--- src/rtl/q_activity_monitor.sv ---
// Activity monitor for a JK flip-flop Q output: edge pulses, saturating toggle count, stuck flag.
// Optional 1,0,1,1 overlapping sequence detector enabled by defining SEQ_DETECT_EN.
module q_activity_monitor #(
  parameter int CNT_W       = 8,
  parameter int STUCK_LIMIT = 16
) (
  input  logic             clk,
  input  logic             rst_n,
  input  logic             q_in,
  input  logic             clear,
  output logic             rise_pulse,
  output logic             fall_pulse,
  output logic [CNT_W-1:0] toggle_count,
  output logic             count_sat,
  output logic             stuck
`ifdef SEQ_DETECT_EN
  ,
  output logic             seq_hit
`endif
);

  localparam logic [7:0]       LIMIT   = 8'(STUCK_LIMIT);
  localparam logic [CNT_W-1:0] CNT_ONE = CNT_W'(1);

  logic             q_prev_q, q_prev_d;
  logic             valid_q, valid_d;
  logic [7:0]       run_q, run_d;
  logic [CNT_W-1:0] cnt_q, cnt_d;
  logic             rise_q, rise_d;
  logic             fall_q, fall_d;
  logic             sat_q, sat_d;
  logic             stuck_q, stuck_d;
  logic             edge_w;

  assign edge_w = valid_q & (q_in ^ q_prev_q);

  always_comb begin
    q_prev_d = q_in;
    valid_d  = 1'b1;
    run_d    = run_q;
    cnt_d    = cnt_q;
    rise_d   = 1'b0;
    fall_d   = 1'b0;
    sat_d    = 1'b0;
    stuck_d  = 1'b0;
    if (clear) begin
      valid_d = 1'b0;
      run_d   = '0;
      cnt_d   = '0;
    end else begin
      rise_d = edge_w & q_in;
      fall_d = edge_w & ~q_in;
      if (edge_w && cnt_q != '1) cnt_d = cnt_q + CNT_ONE;
      // A fresh run starts on any edge and on the first sample after reset/clear
      if (edge_w || !valid_q)  run_d = 8'd1;
      else if (run_q < LIMIT)  run_d = run_q + 8'd1;
      stuck_d = (run_d == LIMIT);
      sat_d   = (cnt_d == '1);
    end
  end

  always_ff @(posedge clk or negedge rst_n) begin
    if (!rst_n) begin
      q_prev_q <= 1'b0;
      valid_q  <= 1'b0;
      run_q    <= '0;
      cnt_q    <= '0;
      rise_q   <= 1'b0;
      fall_q   <= 1'b0;
      sat_q    <= 1'b0;
      stuck_q  <= 1'b0;
    end else begin
      q_prev_q <= q_prev_d;
      valid_q  <= valid_d;
      run_q    <= run_d;
      cnt_q    <= cnt_d;
      rise_q   <= rise_d;
      fall_q   <= fall_d;
      sat_q    <= sat_d;
      stuck_q  <= stuck_d;
    end
  end

  assign rise_pulse   = rise_q;
  assign fall_pulse   = fall_q;
  assign toggle_count = cnt_q;
  assign count_sat    = sat_q;
  assign stuck        = stuck_q;

`ifdef SEQ_DETECT_EN
  typedef enum logic [1:0] {IDLE, S1, S10, S101} seq_state_e;

  seq_state_e state_q, state_d;
  logic       hit_q, hit_d;

  always_comb begin
    state_d = state_q;
    hit_d   = 1'b0;
    if (clear) begin
      state_d = IDLE;
    end else begin
      unique case (state_q)
        IDLE: state_d = q_in ? S1 : IDLE;
        S1:   state_d = q_in ? S1 : S10;
        S10:  state_d = q_in ? S101 : IDLE;
        S101: begin
          state_d = q_in ? S1 : S10;
          hit_d   = q_in;
        end
        default: state_d = IDLE;
      endcase
    end
  end

  always_ff @(posedge clk or negedge rst_n) begin
    if (!rst_n) begin
      state_q <= IDLE;
      hit_q   <= 1'b0;
    end else begin
      state_q <= state_d;
      hit_q   <= hit_d;
    end
  end

  assign seq_hit = hit_q;
`endif

endmodule

--- config.mk ---
export PLATFORM = sky130hd
export DESIGN_NAME = q_activity_monitor
export DESIGN_NICKNAME = d
export VERILOG_FILES = /design/src/rtl/q_activity_monitor.sv
export SDC_FILE = /design/constraint.sdc
export NUM_CORES = 1
export LEC_CHECK = 0
export ABC_AREA = 1
export CAP_MARGIN = 25
export CORE_MARGIN = 2
export CORE_UTILIZATION = 48
export DETAILED_ROUTE_END_ITERATION = 12
export PLACE_DENSITY = 0.71
export RECOVER_POWER = 25
export REMOVE_ABC_BUFFERS = 1
export SLEW_MARGIN = 20
export SYNTH_ARGS = -nofsm -noshare
export SYNTH_HDL_FRONTEND = slang
export SYNTH_SLANG_ARGS = --single-unit
--- constraint.sdc ---
create_clock -name clk -period 1.7 [get_ports clk]
set_input_delay 0.17 -clock clk [delete_from_list [all_inputs] [get_ports clk]]
set_output_delay 0.17 -clock clk [all_outputs]
set_load 0.03 [all_outputs]
==> summary by stage <==
Worst hold path
For hold timing, the worst endpoint is valid_q. The startpoint identified for the worst hold timing path is clear. The worst hold path stage count is 2.

The class of the tightest hold or removal check is in -> reg.

Drt
The count of TritonRoute iterations in the first routing pass is 4. The count of nets left with antenna violations once routing finished came out at 0. The routed layout has 1001 vias. The DRC violations left is 0. In the routed layout, each cell is associated on average with a via count of 4.77. The sum of routed wire length over all layers is 2.23 mm. The initial DRC count is 19.

After detailed routing, the average wire length per cell comes to 10.6 um.

Yosys
Of the total synthesized cell area, the portion taken by AND, OR, NAND and NOR gates is 0.354. The xor/xnor share of the synthesized area is 0.0353. The post-synth design cell area is 1200 um^2. In the post-synthesis netlist, the biggest area contributors are sky130_fd_sc_hd__dfrtp_1 (46%), sky130_fd_sc_hd__nand2_1 (11%), sky130_fd_sc_hd__nor2_1 (9.7%). The cell type with the highest aggregate area in the netlist is sky130_fd_sc_hd__dfrtp_1.

After synthesis the netlist holds a flip-flop and latch count of 22. The distinct cell type count after synthesis is 24. Of the post-synthesis cell area, the part taken by muxes is 0. During synthesis, Yosys emitted a total of 0 warnings. Counting every instance in the synthesized netlist gives 159. The average footprint of a synthesized cell is 7.58 um^2. The share of the synthesized area in compound gates (AO/OA/AOI/OAI) came to 0.0384. The top cell type's share of synthesized area is 0.457. By area, the combinational part of the netlist is dominated by simple AND/OR/NAND/NOR gates. Of the total synthesized cell area, the portion taken by full adders, half adders and majority gates is 0.0208.

Of the synthesized area, sequential elements account for 0.457.

Critical path
The delay of the slowest cell on the worst path is 0.71 ns. By startpoint and endpoint, the worst setup path is classified as reg -> out. STA puts the critical path data arrival time at 1.47 ns. The endpoint identified for the worst register-to-register timing path is count_sat. In this run the critical register-to-register path is launched from toggle_count[0]. The worst setup path is captured at an output port.

The path depth of the worst reg2reg path is 10. The kind of cell with the highest combined delay along the critical path is buffers and inverters. The worst-path cell with the longest stage delay is sky130_fd_sc_hd__clkdlybuf4s50_1. The data required time of the worst path is 1.53 ns. Setup slack on the worst reg-to-reg path comes out at 0.16 ns. Traced cell by cell, the critical path runs through clkdlybuf4s50_1.

Of all nets on the critical path, the largest fanout is 7. The element type at the critical path start is a flip-flop. Together, buffers and inverters on the worst path number 1.

Timing
Setup repair after global routing left no endpoint under its margin. The final critical-path share of the clock period is 0.963. The smallest hold slack is 0.492 ns. The post-route clock skew is 0.00127 ns. Setup violations remaining at the end of the flow were counted as 0. The worst pin sits at a relative slew slack of 0.257. The final number of max-transition violations is 0.

Timing would allow up to 0.611 GHz. At the pin with the least slew margin, the transition time is 1.11 ns. The count of final hold-check violations is 0. The setup TNS after final layout is 0 ns.

The routed design could run at a clock period as short as 1.64 ns.

Cells and area
0 antenna diodes ended up in the layout. At the end of the flow the core is filled with cells to 0.593. In the final layout, the share of cells above drive strength 1 is 0.144.

The finished cells cover 1440 um^2. The net count of the finished layout is 188. Relative to the synthesized area, the layout overhead comes to 19.6%.

Clocking
The total clock sinks is 22. The longest clock path from root to sink contains 2 buffers. The number of setup buffers added after CTS is 0. The clock tree root buffer cell is sky130_fd_sc_hd__clkbuf_4.

The clock latency reported for the late side of the worst-skew pair is 0.30 ns. The TritonCTS clock tree is done. The total number of H-tree levels is 1. Clock-pin slew was measured on the worst setup and hold paths at 0.10 ns. TritonCTS created 3 clock buffers.

The post-cts hold buffer count is 0.

Floorplanning
During I/O placement, the number of pins put on the boundary was 16. The floorplan step set the die height to 54.1 um. The die covers 2930 um^2. The core region is 2430 um^2. For this configuration, the core starts out at a cell density of 0.495. The initialized floorplan defines 18 standard-cell rows. The die is 54.1 um wide.

GRT
The via count of the first global-routing pass is 936. Entering global routing, the biggest net connects 23 pins. The aggregate global routing overflow is 0. The number of antenna violations at the first check in global routing came to 0. The first global-routing pass estimated 3.81 mm of wire. For this run, the total global-route usage over all layers was measured as 0.179.

Flow run
Max-cap violations in this run came to 0.

Placement
The final weighted congestion in routability-driven placement is 0.794. The placement-stage cell area is 1420 um^2. The detailed placement HPWL is 1.77 mm. The count of input and output buffers is 15.

Outcome
The flow ran to the end, and the final reports show no timing, DRC or antenna violations.

Power and ir drop
The static leakage power is 0.000733 uW. The power per standard cell area is 659 nW/um^2. The maximum VDD drop is 0.658 mV.
-- final cells by class --
type / instances / area [um^2]
inverters: 28 / 106
fillers: 238 / 991
flip-flops and latches: 22 / 551
repair buffers: 20 / 184
multi-input cells: 107 / 541
well taps: 30 / 37.5
clock buffers: 3 / 22.5
-- timing repair --
item,CTS,global route
resized for setup,2,1
gates cloned,0,0
pin swaps,0,0
setup endpoints to repair,2,1
-- how the worst max path moves through the flow --
stage,start,endpoint,slack [ns],cells past startpoint
detailed placement,q_in,stuck,0.004,11
floorplan,toggle_count[1],count_sat,0.08,8
finish,toggle_count[5],toggle_count[5],0.06,1
CTS,toggle_count[4],toggle_count[4],0.04,1
global placement,q_in,count_sat,0.02,9
global route,toggle_count[5],toggle_count[5],0.005,1
-- per-stage QoR --
stage | worst slack (ns) | power, uW | cells
global route | 0.00539 | 1010 | 210
global placement | 0.0187 | 743 | 207
floorplan | 0.0804 | 670 | 157
CTS | 0.0441 | 970 | 210
detailed placement | 0.00350 | 746 | 207
finish | 0.0631 | 950 | 210
-- logic make-up (layout without fill, tap and decap cells) --
kind of cell    count (synthesis)  count (layout)
simple gates                   93              93
flops                          22              22
compound gates                  8               8
buf+inv                        30              51
fa+ha+maj                       2               2
xor+xnor                        4               4
-- per-layer routing --
metal,share of wire,GRT usage
met1,0.48,0.234
met4,0.0054,0.0375
met5,0,0
met2,0.47,0.287
met3,0.044,0.0639
-- layout by cell type, fill, tap and decap left out --
cell type,count
sky130_fd_sc_hd__xor2_2,1
sky130_fd_sc_hd__clkbuf_4,3
sky130_fd_sc_hd__inv_2,6
sky130_fd_sc_hd__o21bai_1,1
sky130_fd_sc_hd__nand4_1,1
sky130_fd_sc_hd__clkbuf_1,1
sky130_fd_sc_hd__xor2_1,1
sky130_fd_sc_hd__nand2_1,36
sky130_fd_sc_hd__clkinv_2,1
sky130_fd_sc_hd__o21ai_0,4
sky130_fd_sc_hd__dfrtp_1,22
sky130_fd_sc_hd__dlygate4sd2_1,2
sky130_fd_sc_hd__xnor2_1,2
sky130_fd_sc_hd__dlymetal6s2s_1,1
sky130_fd_sc_hd__buf_4,4
sky130_fd_sc_hd__dlygate4sd3_1,2
sky130_fd_sc_hd__nor3_1,3
sky130_fd_sc_hd__nor2_1,31
sky130_fd_sc_hd__nand3_4,1
sky130_fd_sc_hd__nand2_2,3
sky130_fd_sc_hd__ha_1,2
sky130_fd_sc_hd__a21oi_2,1
sky130_fd_sc_hd__nand3_1,12
sky130_fd_sc_hd__clkdlybuf4s50_1,10
sky130_fd_sc_hd__inv_1,21
sky130_fd_sc_hd__nand3_2,4
sky130_fd_sc_hd__nor2_2,1
sky130_fd_sc_hd__nand2_4,1
sky130_fd_sc_hd__a21oi_1,1
sky130_fd_sc_hd__o21ai_1,1
-- Yosys cell counts (all sizes together) --
library cell  instances
nand2                40
nor2                 32
inv                  27
dfrtp                22
nand3                17
o21ai                 5
nor3                  3
a21oi                 2
clkbuf                2
ha                    2
xnor2                 2
xor2                  2
clkinv                1
nand4                 1
o21bai                1
-- report_power, final --
| group | internal, uW | switching [uW] |
|---|---|---|
| logic | 62.2 | 105 |
| registers | 540 | 21.8 |
| clock network | 82.6 | 138 |
| total | 685 | 265 |
-- registers in the layout, indices dropped and copies added, names as in the netlist --
| register | count |
|---|---|
| count_sat | 1 |
| stuck | 1 |
| valid_q | 1 |
| rise_pulse | 1 |
| fall_pulse | 1 |
| toggle_count | 8 |
| run_q | 8 |
| q_prev_q | 1 |
Power figures use the tool's default switching activity.
==> variant 1, RTL diff (same flow settings) <==
Build with the macro `SEQ_DETECT_EN` defined.
--- a/src/rtl/q_activity_monitor.sv
+++ b/src/rtl/q_activity_monitor.sv
@@ -1,5 +1,7 @@
 // Activity monitor for a JK flip-flop Q output: edge pulses, saturating toggle count, stuck flag.
 // Optional 1,0,1,1 overlapping sequence detector enabled by defining SEQ_DETECT_EN.
+`define SEQ_DETECT_EN
+
 module q_activity_monitor #(
   parameter int CNT_W       = 8,
   parameter int STUCK_LIMIT = 16
Formal check against the unedited RTL (old outputs only; new: seq_hit): equivalent (Yosys induction, for registers that start in step).
==> variant 1 against the unedited design <==
  * Total power increased by 13%
  * Worst setup slack about the same
  * Sequential power increased by 14%
  * Area after synthesis increased by 7.2%
  * Wire length increased by 10%
  * Sequential share of layout area increased by 2.3 points
  * Sequential cell count increased by 3
  * Cell area increased by 7.1%
==> variant 1: results (changes against the unedited design) <==
* Outcome: complete, no violations (unchanged)
* First-pass GRT wire length at 4220 um (was 3810 um)
* Metal2 WL at 1260 um (was 1040 um)
* GPL Wtd Cong at 0.787 (was 0.794)
* Average routed wire per standard cell at 11.5 um (was 10.6 um)
* Post-Synth XOR/XNOR Area at 2.03% (was 3.53%)
* Hold WC Path Type: input port to async pin (was input port to flop)
* WHS at 0.372 ns (was 0.492 ns)
* DP Wirelength at 1870 um (was 1770 um)
* Logic pwr share at 17.0% (was 17.6%)
* Largest net degree at the start of global routing at 26 (was 23)
* Number of global-route vias before repair at 998 (was 936)
* M1 WL at 1110 um (was 1080 um)
* WL met3 at 79 um (was 99 um)
* Resize count post-CTS at 1 (was 2)
* Top post-synthesis cells by area: dfrtp_1 (48%), nand2_1 (10%), nor2_1 (8.4%), inv_1 (5.8%), nand3_1 (3.9%) (was dfrtp_1 (46%), nand2_1 (11%), nor2_1 (9.7%), inv_1 (6.5%), nand3_1 (5.0%))
* Peak supply drop at 0.726 mV (was 0.658 mV)
* CTS clk-pin slew, worst paths at 0.13 ns (was 0.10 ns)
* Final wirelength at 2450 um (was 2230 um)
* Met3 GRT Util at 2.33% (was 6.39%)
* GR Util met2 at 29.9% (was 28.7%)
* Sw power at 0.305 mW (was 0.265 mW)
* Cell count after synthesis at 161 (was 159)
* Static leakage at 0.821 nW (was 0.733 nW)
* Port buffer count at 16 (was 15)
* Layout cell share with drive strength beyond 1 at 15.8% (was 14.4%)
* DP Area at 1510 sq um (was 1420 sq um)
* Post-synthesis compound-gate area fraction at 5.43% (was 3.84%)
* Tot Pwr at 1.08 mW (was 0.950 mW)
* FF-to-FF path depth at 9 (was 10)
* Via density at 4.80 (was 4.77)
==> variant 1: changes by cell type after synthesis, moves of 3 or more <==
cell,delta
inv_2,-4
o21ai_1,+4
dfrtp_1,+3
nand2_2,+3
nor2_2,+3
o21ai_0,-3
==> variant 1: worst max-delay path by stage <==
stage	slack [ns]	from	cells after the start	to
after floorplan	0.14	toggle_count[0]$_DFF_PN0_	10	count_sat$_DFF_PN0_
after global placement	0.07	q_in	10	count_sat$_DFF_PN0_
after detailed placement	-0.0005	q_in	10	count_sat$_DFF_PN0_
after CTS	0.02	toggle_count[4]$_DFF_PN0_	1	toggle_count[4]
after global routing	0.007	toggle_count[6]$_DFF_PN0_	1	toggle_count[6]
final	0.06	toggle_count[6]$_DFF_PN0_	1	toggle_count[6]
==> variant 1: area by class of cell <==
cell class,count,area share [%]
Multi-Input combinational cell,111,37.0
Inverter,23,5.67
Tap cell,30,2.43
Timing Repair Buffer,20,12.7
Clock buffer,4,1.70
Sequential cell,25,40.5
==> variant 2, RTL diff (same flow settings) <==
Made on the original files. Put one more register stage on the output `toggle_count`, without a reset. The value now appears one clock later. The other outputs are not delayed to match.
--- a/src/rtl/q_activity_monitor.sv
+++ b/src/rtl/q_activity_monitor.sv
@@ -83,7 +83,9 @@
 
   assign rise_pulse   = rise_q;
   assign fall_pulse   = fall_q;
-  assign toggle_count = cnt_q;
+  always_ff @(posedge clk) begin
+    toggle_count <= cnt_q;
+  end
   assign count_sat    = sat_q;
   assign stuck        = stuck_q;
 
Behaviour: not the same (a bounded check fails within 4 cycles, from zero or initial values and one cycle with rst_n low).
==> variant 2 against the unedited design <==
  * Total power is 43% higher
  * Maximum frequency rose by 8.9%
  * Sequential cell count increased by 8
  * Wire length rose by 8.9%
  * Area after synthesis increased by 13%
  * Non-clock buffer count down 1
  * Sequential share of layout area up 5.3 points
  * Worst setup slack improved by 0.13 ns
  * Cell area increased by 13%
  * Critical path type is now input port to flop
  * Largest power group unchanged
  * Highest routed layer unchanged
==> variant 2: results (changes against the unedited design) <==
* Skew final at 0.00821 ns (was 0.00127 ns)
* Synthesis Warnings at 0 (unchanged)
* Outcome: complete, no violations (unchanged)
* Yosys cell types at 25 (was 24)
* Initial DRC count at 36 (was 19)
* Reg2reg setup slack at 0.20 ns (was 0.16 ns)
* Crit Reg-Reg Startpoint: cnt_q[0]$_DFF_PN0_ (was toggle_count[0]$_DFF_PN0_)
* Clock buffer depth at 2 (unchanged)
* Worst Hold Depth at 0 (was 2)
* Max_slew headroom at 20.5% (was 25.7%)
* Post-synthesis compound-gate area fraction at 3.39% (was 3.84%)
* Hold Path End: toggle_count[7]$_DFF_P_ (was valid_q$_DFF_PN0_)
* DP Wirelength at 1810 um (was 1770 um)
* Top post-synthesis cells by area: dfrtp_1 (40%), dfxtp_1 (12%), nand2_1 (9.9%), nor2_1 (8.5%), inv_1 (5.8%) (was dfrtp_1 (46%), nand2_1 (11%), nor2_1 (9.7%), inv_1 (6.5%), nand3_1 (5.0%))
* Ys async rst share at 73.3% (was 100%)
* Register area share after synthesis at 52.1% (was 45.7%)
* Post-Synth XOR/XNOR Area at 3.12% (was 3.53%)
* Fill count at 239 (was 238)
* Number of global-route vias before repair at 1,030 (was 936)
* Hold Startpoint: cnt_q[7]$_DFF_PN0_ (was clear)
* Static leakage at 0.788 nW (was 0.733 nW)
* Critical Path AT at 1.75 ns (was 1.47 ns)
* Clk_lat worst skew at 0.32 ns (was 0.30 ns)
* Drt first pass iters at 4 (unchanged)
* FF-to-FF path depth at 10 (unchanged)
* Inserted Clock Buffers at 5 (was 3)
* Final net count at 197 (was 188)
* Via density at 4.84 (was 4.77)
* Peak supply drop at 0.654 mV (was 0.658 mV)
* Hold WC Path Type: flop to flop (was input port to flop)
* Post-Synth Adder-Cell Area at 1.83% (was 2.08%)
* Final wirelength at 2430 um (was 2230 um)
* Resize count post-CTS at 0 (was 2)
* First-pass GRT wire length at 4350 um (was 3810 um)
* GPL Wtd Cong at 0.824 (was 0.794)
* Layout cell share with drive strength beyond 1 at 15.6% (was 14.4%)
* Sw power at 0.354 mW (was 0.265 mW)
-- variant 2: worst max path at each step --
stage / startpoint / endpoint / slack [ns] / cells after the start
after CTS: cnt_q[0]$_DFF_PN0_ / count_sat$_DFF_PN0_ / 0.14 / 10
after floorplan: cnt_q[0]$_DFF_PN0_ / count_sat$_DFF_PN0_ / 0.32 / 8
after global routing: run_q[6]$_DFF_PN0_ / stuck$_DFF_PN0_ / 0.05 / 9
after detailed placement: q_in / count_sat$_DFF_PN0_ / -0.05 / 10
after global placement: q_in / count_sat$_DFF_PN0_ / -0.03 / 9
final: q_in / count_sat$_DFF_PN0_ / 0.20 / 10
-- variant 2: critical path, cell delays in order --
cell,delay [ns]
dlygate4sd3_1,0.59
inv_2,0.07
nand2_2,0.07
a21oi_2,0.24
nand2_4,0.12
nand2_1,0.07
nand2_1,0.06
nor2_1,0.11
nand3_1,0.11
nor2_1,0.13
-- variant 2: cells by family (layout without fill, tap and decap cells) --
logic type | Yosys count | in the layout
AND/OR/NAND/NOR | 93 | 93
AO/OA/AOI/OAI | 8 | 8
XOR/XNOR | 4 | 4
flip-flops | 30 | 30
adder cells (fa/ha/maj) | 2 | 2
buffers and inverters | 30 | 55
-- variant 2: per-layer routing --
| metal | global-route usage (%) | share of wire (%) | vias to the layer above |
|---|---|---|---|
| met3 | 6.80 | 4.1 | 6 |
| met4 | 7.31 | 1.9 | 0 |
| li1 | - | - | 554 |
| met2 | 27.9 | 47 | 16 |
| met5 | 0 | 0 | - |
| met1 | 21.7 | 47 | 504 |
-- variant 2: through the flow --
step                      worst slack [ns]  area [sq um]  power [mW]  std cells  hold WS (ns)
after CTS                            0.136          1640        1.38        223         0.178
after detailed placement           -0.0538          1580       0.950        215         0.400
after global placement             -0.0269          1580       0.946        215         0.401
after global routing                0.0487          1640        1.43        223         0.469
after floorplan                      0.323          1360       0.875        165        -0.126
final                                0.196          1640        1.36        223         0.419
-- variant 2: final cells by class --
type                       instances  area share (%)
sequential                        30            43.5
multi-input combinational        107            33.2
timing repair buffer              19            10.8
inverter                          28            6.50
clock buffer                       7            3.37
tap                               31            2.37
clock inverter                     1           0.306
-- variant 2: power groups by stage --
stage / Sequential [mW] / Clock [mW] / Combinational, mW
3_5_place_dp: 0.778 / 0 / 0.172
5_1_grt: 0.769 / 0.471 / 0.189
2_1_floorplan: 0.801 / 0 / 0.0745
6_report: 0.763 / 0.426 / 0.168
3_3_place_gp: 0.777 / 0 / 0.169
4_1_cts: 0.763 / 0.446 / 0.172
